===== src/rtl/mem_access_ctrl.sv =====
// MEM-stage data-memory sequencer: issues one req/ack DMEM transaction per load/store,
// stalls upstream while it is outstanding and qualifies the MEM/WB load.
module mem_access_ctrl #(
    parameter int REG_WIDTH      = 32,
    parameter int TIMEOUT_CYCLES = 16,
    parameter int CNT_WIDTH      = 32
) (
    input  logic                 clk,
    input  logic                 reset,
    input  logic                 ex_mem_valid,
    input  logic [6:0]           ex_mem_opcode,
    input  logic [REG_WIDTH-1:0] ex_mem_alu_out,
    input  logic [REG_WIDTH-1:0] ex_mem_dataB,
    input  logic                 dmem_ack,
    input  logic [REG_WIDTH-1:0] dmem_rdata,
    output logic                 dmem_req,
    output logic                 dmem_we,
    output logic [REG_WIDTH-1:0] dmem_addr,
    output logic [REG_WIDTH-1:0] dmem_wdata,
    output logic                 mem_stall,
    output logic                 mem_wb_valid,
    output logic [REG_WIDTH-1:0] load_data,
    output logic                 timeout_err,
    output logic [CNT_WIDTH-1:0] stall_cycles
);

    // state  | meaning
    // IDLE   | no access in flight; non-memory ops retire with zero added latency
    // ACCESS | dmem_req held high, waiting for ack or timeout
    // DONE   | one-cycle completion; retires the op only if it was acked
    typedef enum logic [1:0] {
        IDLE   = 2'd0,
        ACCESS = 2'd1,
        DONE   = 2'd2
    } state_t;

    localparam logic [6:0] OP_LOAD  = 7'b0000011;
    localparam logic [6:0] OP_STORE = 7'b0100011;
    localparam int         WAIT_W   = (TIMEOUT_CYCLES > 2) ? $clog2(TIMEOUT_CYCLES) : 1;
    localparam logic [WAIT_W-1:0] WAIT_LAST = WAIT_W'(TIMEOUT_CYCLES - 1);

    state_t            state;
    state_t            state_next;
    logic [WAIT_W-1:0] wait_cnt;
    logic              ok;
    logic              is_load;
    logic              is_store;
    logic              is_mem;
    logic              timed_out;

    assign is_load   = ex_mem_valid && (ex_mem_opcode == OP_LOAD);
    assign is_store  = ex_mem_valid && (ex_mem_opcode == OP_STORE);
    assign is_mem    = is_load || is_store;
    assign timed_out = (wait_cnt == WAIT_LAST);

    always_ff @(posedge clk) begin
        if (reset) begin
            state <= IDLE;
        end else begin
            state <= state_next;
        end
    end

    always_comb begin
        state_next   = state;
        mem_stall    = 1'b0;
        mem_wb_valid = 1'b0;
        case (state)
            IDLE: begin
                mem_stall    = is_mem;
                mem_wb_valid = ex_mem_valid && !is_mem;
                if (is_mem) begin
                    state_next = ACCESS;
                end
            end
            ACCESS: begin
                mem_stall = 1'b1;
                if (dmem_ack || timed_out) begin
                    state_next = DONE;
                end
            end
            DONE: begin
                mem_wb_valid = ok;
                state_next   = IDLE;
            end
            default: begin
                state_next = IDLE;
            end
        endcase
    end

    always_ff @(posedge clk) begin
        if (reset) begin
            dmem_req    <= 1'b0;
            dmem_we     <= 1'b0;
            dmem_addr   <= '0;
            dmem_wdata  <= '0;
            load_data   <= '0;
            timeout_err <= 1'b0;
            wait_cnt    <= '0;
            ok          <= 1'b0;
        end else begin
            case (state)
                IDLE: begin
                    if (is_mem) begin
                        dmem_req   <= 1'b1;
                        dmem_we    <= is_store;
                        dmem_addr  <= ex_mem_alu_out;
                        dmem_wdata <= ex_mem_dataB;
                        wait_cnt   <= '0;
                    end
                end
                ACCESS: begin
                    // ack takes priority over a coincident timeout
                    if (dmem_ack) begin
                        dmem_req <= 1'b0;
                        ok       <= 1'b1;
                        if (!dmem_we) begin
                            load_data <= dmem_rdata;
                        end
                    end else if (timed_out) begin
                        dmem_req    <= 1'b0;
                        ok          <= 1'b0;
                        timeout_err <= 1'b1;
                    end else begin
                        wait_cnt <= wait_cnt + 1'b1;
                    end
                end
                default: begin
                end
            endcase
        end
    end

    always_ff @(posedge clk) begin
        if (reset) begin
            stall_cycles <= '0;
        end else if (mem_stall && (stall_cycles != '1)) begin
            stall_cycles <= stall_cycles + 1'b1;
        end
    end

endmodule

===== config.mk =====
export PLATFORM = sky130hd
export DESIGN_NAME = mem_access_ctrl
export DESIGN_NICKNAME = d
export VERILOG_FILES = /design/src/rtl/mem_access_ctrl.sv
export SDC_FILE = /design/constraint.sdc
export NUM_CORES = 1
export LEC_CHECK = 0
export ABC_AREA = 1
export CORE_ASPECT_RATIO = 1.1
export CORE_UTILIZATION = 39
export DETAILED_ROUTE_END_ITERATION = 12
export PLACE_DENSITY_LB_ADDON = 0.25
export SYNTH_ARGS = -nofsm -noshare
export SYNTH_HDL_FRONTEND = slang
export SYNTH_SLANG_ARGS = --single-unit

===== constraint.sdc =====
create_clock -name clk -period 1.7 [get_ports clk]
set_input_delay 0.425 -clock clk [delete_from_list [all_inputs] [get_ports clk]]
set_output_delay 0.425 -clock clk [all_outputs]
set_load 0.02 [all_outputs]

[Word level (Yosys, flattened, before mapping)]
Cells that the tools add are included.
Cells by class
  bitwise operators: 2
  multiplexer cells: 14
  $add $sub $neg: 2
  reduce and logical (&&, ||, !) cells: 17
  equal/unequal tests: 11
Operator list (count)
  $add 32x1->32 const B: 1
  $ne 32x32->1 const B: 1
  $mux 4: 3
  $reduce_and 3->1: 3
  $ne 2x2->1 const B: 4
  $pmux 4 s2: 1
  $eq 7x2->1 const B: 1
  $eq 7x6->1 const B: 1
  $pmux 1 s2: 3
  $reduce_and 2->1: 3
  $add 4x1->4 const B: 1
  $eq 4x4->1 const B: 1
  $logic_and 1x1->1: 4
  $mux 1: 4
  $mux 2: 2
  $pmux 2 s2: 1
  $reduce_and 4->1: 1
  $reduce_bool 2->1: 2
  $ne 3x3->1 const B: 1
  $eq 2x1->1 const B: 1
  $eq 2x2->1 const B: 1
  $logic_not 2->1: 1
  $logic_or 1x1->1: 2
  $not 1->1: 2
  $logic_not 1->1: 1
Storage, ports and cells
  logic and storage cells: 56
  output and inout bits: 133
  flip-flop bits (word level): 138
  bits of input ports: 107

[Longest topological paths before layout]
  depth after elaboration: 6
  depth in mapped cells: 11
  depth with buffers taken out: 10

[Least setup slack after synthesis]
OpenSTA, ideal clock, no wires.
  kind: reg-to-reg
  start point: register stall_cycles[1]
  end point: register stall_cycles[20]
  path buffers: 2
  required time: 1631 ps
  cell stages (with the launch flop): 12
  slack: -151 ps
  setup time: 69 ps
  period minus slack after synthesis: 1851 ps
  arrival: 1783 ps
  cell sequence: dfxtp_1 > ha_1 > inv_1 > nor2_4 > nand2_4 > nor2_8 > nand2_4 > nand2_4 > buf_8 > buf_8 > nand2_1 > a21oi_2
Between the ends
  word-level cells in the longest chain between the ends: 2
  elaborated cells between the ends (all ways): 3
  those cells by class: add/sub: 1; eq/ne: 1; reduce/logical: 1
RTL lines
  start, declared: RTL line 24  | output logic [CNT_WIDTH-1:0] stall_cycles
  start signal, assigned: RTL line 139  | stall_cycles <= stall_cycles + 1'b1;
  parallel branches: the longest is 2 deep, another holds $add 32x1->32
Several ways; the timed one is not identified.
A chain may end at the register's enable or synchronous reset.

[Worst setup path in the final report]
  start point: register state[1]
  end point: output mem_stall
Between the ends
  word-level cells in the longest chain between the ends: 2
  elaborated cells between the ends (all ways): 3
  those cells by class: eq/ne: 1; mux: 1; reduce/logical: 1
RTL lines
  start, declared: RTL line 42  | state_t state;
  start signal, assigned: RTL line 60  | state <= state_next;
  $eq 2x1->1 or $logic_not 2->1 (tied branches): RTL line 68  | case (state)
  $pmux 1 s2 *: RTL line 68
  end, declared: RTL line 20  | output logic mem_stall,
Every way passes the cells marked *; elsewhere a longest branch is shown, timed or not.

==> impl_summary.log <==
[metrics] outcome: complete, but fails checks
[metrics] violations in the final reports: setup timing
[metrics] hold buffer count at CTS: 0
[metrics] average size of a mapped cell: 7.070 µm²
[metrics] Worst Setup Start Kind: register
[metrics] layout overhead on the synthesized area: 60.50%
[metrics] largest fanout of any net on the critical path: 2
[metrics] first-pass GRT wire length: 27.90 mm
[metrics] worst stage delay on the critical path: 320 ps
[metrics] worst-case clock buffer depth: 2
[metrics] placed cell count: 1,274
[metrics] antenna violations before repair: 1
[metrics] average vias per placed instance: 4.690
[metrics] async set-or-reset flop fraction in the synthesized netlist: 0%
[metrics] met3 routing resource usage after global routing: 9.028%
[metrics] leading cell types by total area after synthesis: sky130_fd_sc_hd__dfxtp_1 (47%), sky130_fd_sc_hd__nand2_1 (10%), sky130_fd_sc_hd__nor2_1 (8.7%)
[metrics] vias after detailed routing: 6,168
[metrics] hpwl dp: 12.93 mm
[metrics] Die H: 130.8 µm
[metrics] Placement Setup Slack: -726.5 ps
[metrics] total number of yosys warnings: 0
[metrics] CP Capture Type: output port
[metrics] global-route track usage on met1: 25.46%
[metrics] largest clock skew in the final design: 10.83 ps
[metrics] chip width: 119.1 µm
[metrics] layout cell share with drive strength beyond 1: 13.09%
[metrics] RSZ-0062 raised after global routing: true
[metrics] FF+latch area: 2788 µm²
[metrics] primary flip-flop cell chosen by synthesis mapping: sky130_fd_sc_hd__dfxtp_1
[metrics] post-route fraction of the period consumed by the critical path: 100.0%
[metrics] Congestion Overflow GR: 0
[metrics] minimum period implied by the final worst setup slack: 1700 ps
[metrics] GR Util All Layers: 22.79%
[metrics] latest clock arrival within the worst-skew pair: 420 ps
[metrics] Yosys cell types: 27
[metrics] critical path data arrival time: 1280 ps
[metrics] met2 usage in global routing: 37.52%
[metrics] register clock-pin slew on the reported worst setup and hold paths: 60 ps
[metrics] register bit count reported by yosys: 138
[metrics] portion of the post-synthesis area used by sequential elements: 46.97%
[metrics] Final GP Congestion: 0.9237
[metrics] cell count after synthesis: 832
[metrics] Leakage: 4.213 nW
[metrics] number of buffers added by the clock tree synthesis step: 17
[metrics] worst setup margin: -0.3720 ps
[metrics] EDFF count, synth: 0
[metrics] antenna diode count: 0
[metrics] Remaining DRCs: 0
[metrics] Syn Std Cell Area: 5882 µm²
[metrics] cell chain of the critical path: nor2_1, buf_4, nand3_4, nand2_4, buf_6
[metrics] kind of cell with the highest combined delay on the critical path: flip-flops
[metrics] Crit path buffers/inverters: 2
[metrics] count of non-filler cells in the finished layout: 1,315
[metrics] Max Cap Violations: 0
[metrics] Pre-Repair DR Iteration Count: 5
[metrics] Top Usage Layer GRT: met2
[metrics] Worst slew margin: 70.61%
[metrics] number of failing setup endpoints in the final timing report: 1
[metrics] average routed wire per standard cell: 13.84 µm
[metrics] cell taking the most area after synthesis: sky130_fd_sc_hd__dfxtp_1
[metrics] slew at the pin with the worst max-slew slack: 440.8 ps
[metrics] Total Die Area: 15,580 µm²
[metrics] number of clock sinks: 138
[metrics] Port Buf Inserts: 239
[metrics] total nets after synthesis: 941
[metrics] type of the worst min-delay path: register to register
[metrics] clock tree from TritonCTS: built
[metrics] nets: 1,219
[metrics] power per cell area: 795.8 nW/µm²
[metrics] number of placement rows: 46
[metrics] Worst Setup Path Type: register to output port
[metrics] total negative slack for setup checks: -0.3720 ps
[metrics] Multi-input gate area: 2636 µm²
[metrics] post-route antenna net violation count: 0
[metrics] violation count after the first detailed-route iteration: 326
[metrics] Max VDD drop: 0.0005996 V
[metrics] num ports: 240
[metrics] total detailed-routing wirelength: 18.20 mm
[metrics] largest net degree at the start of global routing: 90
[metrics] master of the slowest instance on the critical path: sky130_fd_sc_hd__dfxtp_2
[metrics] Max Clock Freq: 0.5881 GHz
[metrics] starting utilization of the core area: 40.39%
[metrics] WP data required: 1270 ps
[metrics] core region area: 14,560 µm²
[metrics] vias in the first global route: 5,723
[metrics] Final Hold Violating Endpoints: 0
[metrics] fill count: 1,304
[metrics] post-layout total power: 7.513 mW
[metrics] final count of pins violating max slew: 0
[metrics] CTS root buffer: sky130_fd_sc_hd__clkbuf_16
[metrics] CTS H-tree depth: 4
[metrics] area share of the largest cell type after synthesis: 46.97%
logic make-up after synthesis:
group                    Yosys count  synth area share, %
XOR/XNOR                          14                2.085
buffers and inverters            139                9.572
AND/OR/NAND/NOR                  338                23.31
adder cells (fa/ha/maj)            2               0.4254
flip-flops                       138                46.97
AO/OA/AOI/OAI                    201                17.63
state kept, by name (all words and copies together), names as in the netlist:
register / count
dmem_req: 1
dmem_wdata: 32
timeout_err: 1
wait_cnt: 4
state: 2
dmem_addr: 32
ok: 1
load_data: 32
dmem_we: 1
stall_cycles: 32
worst paths after layout:
path                            depth (start not counted)  slack [ps]               end             from
worst min register to register                          2         440    dmem_wdata[13]   dmem_wdata[13]
worst max-delay path                                    5        -0.4         mem_stall         state[1]
worst max register to register                         10          70  stall_cycles[21]  stall_cycles[8]
worst min-delay path                                    2         440    dmem_wdata[13]   dmem_wdata[13]
Yosys cell counts (2+ instances only):
library cell and instances:
sky130_fd_sc_hd__nand2_1 164, sky130_fd_sc_hd__dfxtp_1 138, sky130_fd_sc_hd__nor2_1 136, sky130_fd_sc_hd__o21ai_0 100
sky130_fd_sc_hd__inv_1 98, sky130_fd_sc_hd__a21oi_1 92, sky130_fd_sc_hd__clkbuf_1 35, sky130_fd_sc_hd__nand3_1 20
sky130_fd_sc_hd__xor2_1 8, sky130_fd_sc_hd__a21oi_2 6, sky130_fd_sc_hd__xnor2_1 6, sky130_fd_sc_hd__nor3_1 5
sky130_fd_sc_hd__buf_8 3, sky130_fd_sc_hd__nand2_4 3, sky130_fd_sc_hd__a211oi_1 2, sky130_fd_sc_hd__buf_4 2
sky130_fd_sc_hd__ha_1 2, sky130_fd_sc_hd__nand2_2 2, sky130_fd_sc_hd__nand4_1 2
worst reg2reg max path, cell delays in order (launching register included):
cell,delay [ps]
sky130_fd_sc_hd__dfxtp_2,370
sky130_fd_sc_hd__nand2_1,120
sky130_fd_sc_hd__nor2_2,170
sky130_fd_sc_hd__nand2_2,110
sky130_fd_sc_hd__nor2_8,150
sky130_fd_sc_hd__nand2_4,90
sky130_fd_sc_hd__nand2_4,120
sky130_fd_sc_hd__inv_2,80
sky130_fd_sc_hd__buf_12,150
sky130_fd_sc_hd__nand2_1,80
sky130_fd_sc_hd__a21oi_1,70
placed cells by master, fill, tap and decap left out, drive strengths merged, types with 2 or more instances in the layout:
cell	netlist	layout
buf	5	61
nor3	5	5
nand2	169	169
nor2	139	139
clkdlybuf4s50	0	99
clkbuf	35	24
a21oi	98	98
xnor2	6	6
clkdlybuf4s15	0	4
clkinv	0	5
bufinv	0	3
ha	2	2
clkinvlp	0	2
nand4	2	2
xor2	8	8
nand3	21	21
inv	99	100
dfxtp	138	138
o21ai	100	100
a211oi	2	2
dlygate4sd2	0	132
report_power, final:
group	internal (mW)	switching, mW	total (mW)
registers	3.25	0.00767	3.25
logic	0.276	0.160	0.436
clock network	2.42	1.40	3.82
area by class of cell:
type / instances / area share [%]
timing repair buffer: 299 / 29.54
multi-input combinational: 555 / 27.93
clock inverter: 11 / 1.511
tap: 192 / 2.545
inverter: 99 / 3.963
sequential: 138 / 29.53
clock buffer: 21 / 4.983
stage by stage:
stage | util [%] | instance area (µm²) | hold slack [ps]
after floorplan | - | 5897 | 439.7
after global routing | 64.83 | 9440 | 450.2
final | 64.83 | 9440 | 436.1
after global placement | 60.46 | 8803 | 428.9
after detailed placement | 60.46 | 8803 | 433.1
after CTS | 63.75 | 9283 | 440.0
what timing repair did:
action	CTS	global route
setup endpoints to repair	206	111
cloned	0	1
pin swaps	7	10
gates resized for setup	165	37
setup buffers	0	8
hold endpoints to repair	0	0
per-layer routing:
metal  share of wire, %  vias up
met2                 48      215
met4                3.4        2
li1                   -     3180
met5              0.060        -
met3                8.1       44
met1                 41     2727
Power figures use the tool's default switching activity.
